[src/rtl/ncl_mult_seq.sv]
// Sequential WxW dual-rail multiplier with four-phase DATA/NULL handshake.
// Shift-add over W cycles; optional two's-complement mode and sticky illegal-code flag.
module ncl_mult_seq #(
    parameter int W      = 3,
    parameter bit SIGNED = 1'b0
) (
    input  logic           clk,
    input  logic           rst_n,
    input  logic [W-1:0]   a_rail1,
    input  logic [W-1:0]   a_rail0,
    input  logic [W-1:0]   b_rail1,
    input  logic [W-1:0]   b_rail0,
    input  logic           ki,
    output logic [2*W-1:0] p_rail1,
    output logic [2*W-1:0] p_rail0,
    output logic           ko,
    output logic           err
);

    localparam int PW = 2 * W;
    localparam int CW = $clog2(W + 1);

    typedef enum logic [1:0] {
        S_NULL = 2'd0,
        S_CALC = 2'd1,
        S_OUT  = 2'd2
    } state_t;

    state_t          state_q, state_d;
    logic [PW-1:0]   mcand_q, mcand_d;
    logic [W-1:0]    mplier_q, mplier_d;
    logic [CW-1:0]   cnt_q, cnt_d;
    logic [PW-1:0]   acc_q, acc_d;
    logic [PW-1:0]   p1_q, p1_d;
    logic [PW-1:0]   p0_q, p0_d;
    logic            ko_q, ko_d;
    logic            err_q, err_d;

    logic            in_illegal_s;
    logic            in_complete_s;
    logic            in_allnull_s;
    logic            a_msb_s;
    logic            last_s;
    logic [PW-1:0]   partial_s;
    logic [PW-1:0]   sum_s;

    assign in_illegal_s  = (|(a_rail1 & a_rail0)) | (|(b_rail1 & b_rail0));
    assign in_complete_s = (&(a_rail1 ^ a_rail0)) & (&(b_rail1 ^ b_rail0));
    assign in_allnull_s  = ~(|{a_rail1, a_rail0, b_rail1, b_rail0});
    assign a_msb_s       = SIGNED ? a_rail1[W-1] : 1'b0;
    assign last_s        = (cnt_q == CW'(1));
    assign partial_s     = mplier_q[0] ? mcand_q : {PW{1'b0}};
    // In signed mode the multiplier MSB carries weight -2^(W-1), so its row is subtracted.
    assign sum_s         = (SIGNED && last_s) ? (acc_q - partial_s) : (acc_q + partial_s);

    // State register
    always_ff @(posedge clk) begin
        if (!rst_n) begin
            state_q <= S_NULL;
        end else begin
            state_q <= state_d;
        end
    end

    // Next-state logic
    always_comb begin
        state_d = state_q;
        case (state_q)
            S_NULL: begin
                if (!in_illegal_s && in_complete_s && ki) begin
                    state_d = S_CALC;
                end else begin
                    state_d = S_NULL;
                end
            end
            S_CALC: begin
                if (last_s) begin
                    state_d = S_OUT;
                end else begin
                    state_d = S_CALC;
                end
            end
            S_OUT: begin
                if (!ki && in_allnull_s) begin
                    state_d = S_NULL;
                end else begin
                    state_d = S_OUT;
                end
            end
            default: state_d = S_NULL;
        endcase
    end

    // Datapath and registered-output next values
    always_comb begin
        mcand_d  = mcand_q;
        mplier_d = mplier_q;
        cnt_d    = cnt_q;
        acc_d    = acc_q;
        p1_d     = p1_q;
        p0_d     = p0_q;
        ko_d     = ko_q;
        err_d    = err_q;
        case (state_q)
            S_NULL: begin
                p1_d = {PW{1'b0}};
                p0_d = {PW{1'b0}};
                ko_d = 1'b0;
                if (in_illegal_s) begin
                    err_d = 1'b1;
                end else if (in_complete_s && ki) begin
                    mcand_d  = {{W{a_msb_s}}, a_rail1};
                    mplier_d = b_rail1;
                    acc_d    = {PW{1'b0}};
                    cnt_d    = CW'(W);
                    ko_d     = 1'b1;
                end else begin
                    err_d = err_q;
                end
            end
            S_CALC: begin
                acc_d    = sum_s;
                mcand_d  = mcand_q << 1;
                mplier_d = mplier_q >> 1;
                cnt_d    = cnt_q - CW'(1);
                if (last_s) begin
                    p1_d = sum_s;
                    p0_d = ~sum_s;
                end else begin
                    p1_d = p1_q;
                    p0_d = p0_q;
                end
            end
            S_OUT: begin
                if (in_illegal_s) begin
                    err_d = 1'b1;
                end else begin
                    err_d = err_q;
                end
                if (!ki && in_allnull_s) begin
                    p1_d = {PW{1'b0}};
                    p0_d = {PW{1'b0}};
                    ko_d = 1'b0;
                end else begin
                    ko_d = ko_q;
                end
            end
            default: begin
                p1_d = {PW{1'b0}};
                p0_d = {PW{1'b0}};
                ko_d = 1'b0;
            end
        endcase
    end

    // Datapath and output registers
    always_ff @(posedge clk) begin
        if (!rst_n) begin
            mcand_q  <= {PW{1'b0}};
            mplier_q <= {W{1'b0}};
            cnt_q    <= {CW{1'b0}};
            acc_q    <= {PW{1'b0}};
            p1_q     <= {PW{1'b0}};
            p0_q     <= {PW{1'b0}};
            ko_q     <= 1'b0;
            err_q    <= 1'b0;
        end else begin
            mcand_q  <= mcand_d;
            mplier_q <= mplier_d;
            cnt_q    <= cnt_d;
            acc_q    <= acc_d;
            p1_q     <= p1_d;
            p0_q     <= p0_d;
            ko_q     <= ko_d;
            err_q    <= err_d;
        end
    end

    assign p_rail1 = p1_q;
    assign p_rail0 = p0_q;
    assign ko      = ko_q;
    assign err     = err_q;

endmodule

[config.mk]
export PLATFORM = sky130hd
export DESIGN_NAME = ncl_mult_seq
export DESIGN_NICKNAME = d
export VERILOG_FILES = /design/src/rtl/ncl_mult_seq.sv
export SDC_FILE = /design/constraint.sdc
export NUM_CORES = 1
export LEC_CHECK = 0
export BUFFER_PORTS_ARGS = -buffer_cell sky130_fd_sc_hd__buf_2
export CAP_MARGIN = 20
export CORE_ASPECT_RATIO = 1.4
export CORE_MARGIN = 2
export CORE_UTILIZATION = 45
export CTS_CLUSTER_SIZE = 28
export DETAILED_ROUTE_END_ITERATION = 16
export HOLD_SLACK_MARGIN = 0.06
export PLACE_DENSITY_LB_ADDON = 0.08
export REMOVE_ABC_BUFFERS = 1
export SLEW_MARGIN = 20
export SYNTH_ARGS = -nofsm -noshare
export SYNTH_HDL_FRONTEND = slang
export SYNTH_SLANG_ARGS = --single-unit
[constraint.sdc]
create_clock -name clk -period 3.6 [get_ports clk]
set_input_delay 0.36 -clock clk [delete_from_list [all_inputs] [get_ports clk]]
set_output_delay 0.36 -clock clk [all_outputs]
set_load 0.005 [all_outputs]
* After elaboration in Yosys (flattened, before gate mapping) *
Index checks and enable logic that the tools add are counted.

storage, ports and cells
  output and inout bits = 14
  latch bits = 0
  RAM bits = 0
  memories = 0
  bits in read-only memories = 0
  flip-flop bits (word level) = 33

cells by class
  $mul = 0
  shift-type cells = 0
  equal/unequal tests = 7
  reductions and logical operators = 18
  $add $sub $neg = 2
  $lt $le $gt $ge = 0
  bitwise gates (word level) = 9
  mux-type cells = 26
  divide/modulo/power cells = 0

operators by type and width
  kind                  count
  $mux W6               8
  $pmux W6 S2           4
  $reduce_or A12 Y1     1
  $reduce_and A3 Y1     3
  $mux W2               4
  $ne A2 B2 Y1 const B  4
  $add A6 B6 Y6         1
  $and A3 B3 Y3         2
  $mux W3               2
  $not A6 Y6            1
  $pmux W2 S3           1
  $pmux W3 S2           1
  $reduce_and A2 Y1     3
  $reduce_or A3 Y1      2
  $xor A3 B3 Y3         2
  $eq A2 B1 Y1 const B  2
  $logic_and A1 B1 Y1   4
  $mux W1               4
  $pmux W2 S2           1
  $pmux W1 S3           1
  $eq A2 B2 Y1 const B  1
  $logic_not A1 Y1      2
  $logic_not A2 Y1      1
  $not A1 Y1            2
  5 further kinds       5

* Logic depth before layout (Yosys ltp) *
  depth in word-level cells = 8
  gate-level depth with buffers = 7

* Least setup slack after synthesis *
OpenSTA, ideal clock, no wires.

  kind = register to register
  start point = register mplier_q[0]
  end point = register acc_q[4]
  data required time = 3.483 ns
  path buffers = 0
  cell stages (with the launch flop) = 8
  arrival = 1.667 ns
  path slack = 1.816 ns
  period minus slack after synthesis = 1.784 ns
  setup time = 0.117 ns
  path through = dfxtp_1 and2_1 ha_1 fa_1 a21o_1 a21oi_1 xnor2_1 a32o_1

on the way
  cells in the longest elaborated chain, start to end = 3

RTL lines
  element                 line  RTL
  from (decl)             31    logic [W-1:0] mplier_q, mplier_d;
  from (signal assigned)  160   mplier_q <= {W{1'b0}};
  from (signal assigned)  169   mplier_q <= mplier_d;
  $mux W6                 52    assign partial_s = mplier_q[0] ? mcand_q : {PW{1'b0}};
  $add A6 B6 Y6           54    assign sum_s = (SIGNED && last_s) ? (acc_q - partial_s) : (acc_q + partial_s);
  $pmux W6 S2             104   case (state_q)
  to (signal assigned)    162   acc_q <= {PW{1'b0}};
  to (decl)               33    logic [PW-1:0] acc_q, acc_d;

Every way passes these cells.
A chain may end at the register's enable or synchronous reset.

* Final worst setup path *
  start point = register state_q[1]
  end point = register p1_q[1], in the netlist p_rail1[1]

on the way
  cells in the longest elaborated chain, start to end = 3

RTL lines
  element                                       line  RTL
  from (decl)                                   29    state_t state_q, state_d;
  from (signal assigned)                        61    state_q <= state_d;
  $eq A2 B2 Y1 or $eq A2 B1 Y1 (tied branches)  104
  $ne A2 B2 Y1 (no line)                        -
  $reduce_and A2 Y1 (no line)                   -
  to (signal assigned)                          163   p1_q <= {PW{1'b0}};
  to (signal assigned)                          172   p1_q <= p1_d;
  to (decl)                                     34    logic [PW-1:0] p1_q, p1_d;

Parallel ways exist; a longest one is shown, timed or not.

==> qor.yml <==
worst_slack_ns: 1.56
syn_area_per_cell_um2: 8.82
pre_cts_slack_ns: 1.31
leakagePower_uw: 0.000803
finClkSkew_ns: 0.00304
routed_wl_mm: 3.49
routedWlPerCell_um: 13.9
synth_edf_count: 0
area_delta_synth_final_pct: 16.1
cts_buffer_depth: 2
start_util: 0.471
grt_max_degree: 22
setup_viol: 0
slew_viol_final: 0
fmaxAchievable_mhz: 491
clk_pin_slew_ns: 0.07
yosysSeqAreaShare: 0.412
hold_start: "a_rail1[0]"
routed.top_layer: "met4"
rrSetupSlack_ns: 1.56
clkSinkCount: 33
comb_power_share: 0.050
design_area_um2: 1860
regToRegStartpoint: "state_q[1]"
cts_max_level: 2
antenna_cells: 0
drv_cap: 0
fin_crit_sh: 0.566
p_int_uw: 553
p_total_uw: 703
hold_class: "in -> reg"
synthCells: 182
cts_buffers: 5
dieArea_um2: 4070
ir_worst_vdd_v: 0.000240
rr_worst_depth: 4
finalHoldViolations: 0
die_h_um: 74.7
ant_nets: 0
p_sw_frac: 0.213
mostFrequentLayoutCells: "dfxtp_1, nand2_1, buf_2, a21oi_1, nand3_1"
startpoint_type: "flop"
finalSetupTns_ns: 0
path_class: "reg -> reg"
wl_met1_mm: 1.44
grt_pass1_vias: 1364
timing.rr.end: "p_rail1[1]"
dpl-instance-area_um2: 1760
synth-seq-cells: 33
place_congestion: 0.867
period_needed_ns: 2.04
outcome: "complete, no violations"
fp-row-count: 25
synthArstFlopShare: 0
overflow: 0
nNetsFinal: 237
power.density_nw_per_um2: 377
switching_power_uw: 150
critPathArrivalTime_ns: 2.25
whs_ns: 0.373
drt_iter0_drc: 16
grt_antenna_before_repair: 0
post_cts_buffers: 0
syn_area_um2: 1610
clk_root_buffer_cell: "clkbuf_8"
tritoncts: "done"
vias: 1411
whs_endpoint: "mcand_q[0]"
wl_met3_um: 146
rsz0062_at_grt: "false"
drt_first_pass_iters: 4
met2_length_mm: 1.82
layout-drive-gt1-share: 0.186
clk_latency_ns: 0.28
worstHoldPathCells: 3
path_max_fanout: 19
drc_errors: 0
grtUsageTotal: 0.197
ctsResizeCount: 0
grt_pass1_wl_mm: 5.87
tightest_slew_ns: 0.694
fillers: 338
seq_power_share: 0.522
cts_hold_buffers: 0
portBuffers: 28
ys.flop_type: "dfxtp_1"
synthDistinctLibCells: 37
vias_per_cell: 5.64
worstPathRequired_ns: 3.81
place_hpwl_mm: 2.66
final_common_cell: "dfxtp_1"
cp-end-kind: "flop"
die_w_um: 54.5
yosysWarnings: 0
p_clk_frac: 0.428
coreArea_um2: 3410
pin_count: 29
slew_headroom: 0.538
## synth_stat cells (all sizes together) (2+ instances only)
cell	number	share of area
dfxtp	33	0.41
nand2	31	0.072
a21oi	14	0.044
nand3	13	0.041
ha	12	0.094
nor2	10	0.023
nor3	6	0.019
a311oi	5	0.027
and2	5	0.019
buf	5	0.020
o22ai	5	0.019
clkbuf	4	0.0094
o2bb2ai	4	0.022
xnor2	4	0.022
a21o	3	0.014
inv	3	0.0070
mux2i	3	0.019
nor4	3	0.021
a31oi	2	0.0078
a32o	2	0.012
and4	2	0.011
nand4	2	0.0078
## critical path: stages (launching register included)
cell and delay (ns):
dfxtp_1 0.40, nand2b_1 0.58, nor2_1 0.15, a31oi_2 0.57
mux2i_1 0.25
## registers in the layout, summed over array words and instances, names as in the netlist
name	flops
p_rail1	6
ko	1
err	1
mplier_q	3
state_q	2
cnt_q	2
mcand_q	6
p_rail0	6
acc_q	6
## metrics by stage
step,util,instances
floorplan,-,173
global placement,0.515,242
detailed placement,0.515,242
CTS,0.545,250
global route,0.546,250
finish,0.546,250
## per-layer routing
layer  track usage  vias to the layer above
li1              -                      714
met1         0.205                      653
met2         0.360                       37
met3        0.0496                        7
met4        0.0889                        0
met5             0                        -
## worst max-delay path by stage
| stage | end | from | slack, ns |
|---|---|---|---|
| final | p_rail1[1] | state_q[1] | 1.56 |
| after floorplan | p_rail1[0] | state_q[1] | 1.79 |
| after global placement | p_rail1[0] | state_q[1] | 1.37 |
| after detailed placement | p_rail1[0] | state_q[1] | 1.31 |
| after global routing | p_rail1[1] | state_q[1] | 1.35 |
| after CTS | p_rail1[0] | state_q[1] | 1.29 |
## power groups by stage
stage,combinational [µW],sequential [µW],clock [µW]
floorplan,15.8,375,0
global placement,34.3,375,0
detailed placement,35.5,375,0
CTS,35.7,367,307
global route,39.9,367,323
finish,35.1,367,301
## area by class of cell
type / instances / area [µm²] / share of cell area
Clock inverter: 1 / 5.00 / 0.00269
Timing Repair Buffer: 29 / 148 / 0.0792
Sequential cell: 33 / 661 / 0.355
Multi-Input combinational cell: 136 / 888 / 0.477
Tap cell: 40 / 50.0 / 0.0269
Inverter: 4 / 15.0 / 0.00806
Clock buffer: 7 / 96.3 / 0.0517
## cell families (layout without fill, tap and decap cells)
family / Yosys count / count (layout) / share of synthesized area
buffers and inverters: 13 / 41 / 0.0390
adder cells (fa/ha/maj): 13 / 13 / 0.106
AO/OA/AOI/OAI: 39 / 39 / 0.165
AND/OR/NAND/NOR: 76 / 76 / 0.232
flip-flops: 33 / 33 / 0.412
XOR/XNOR: 5 / 5 / 0.0273
multiplexers: 3 / 3 / 0.0187
Note: power is estimated with default switching activity, not from simulation.
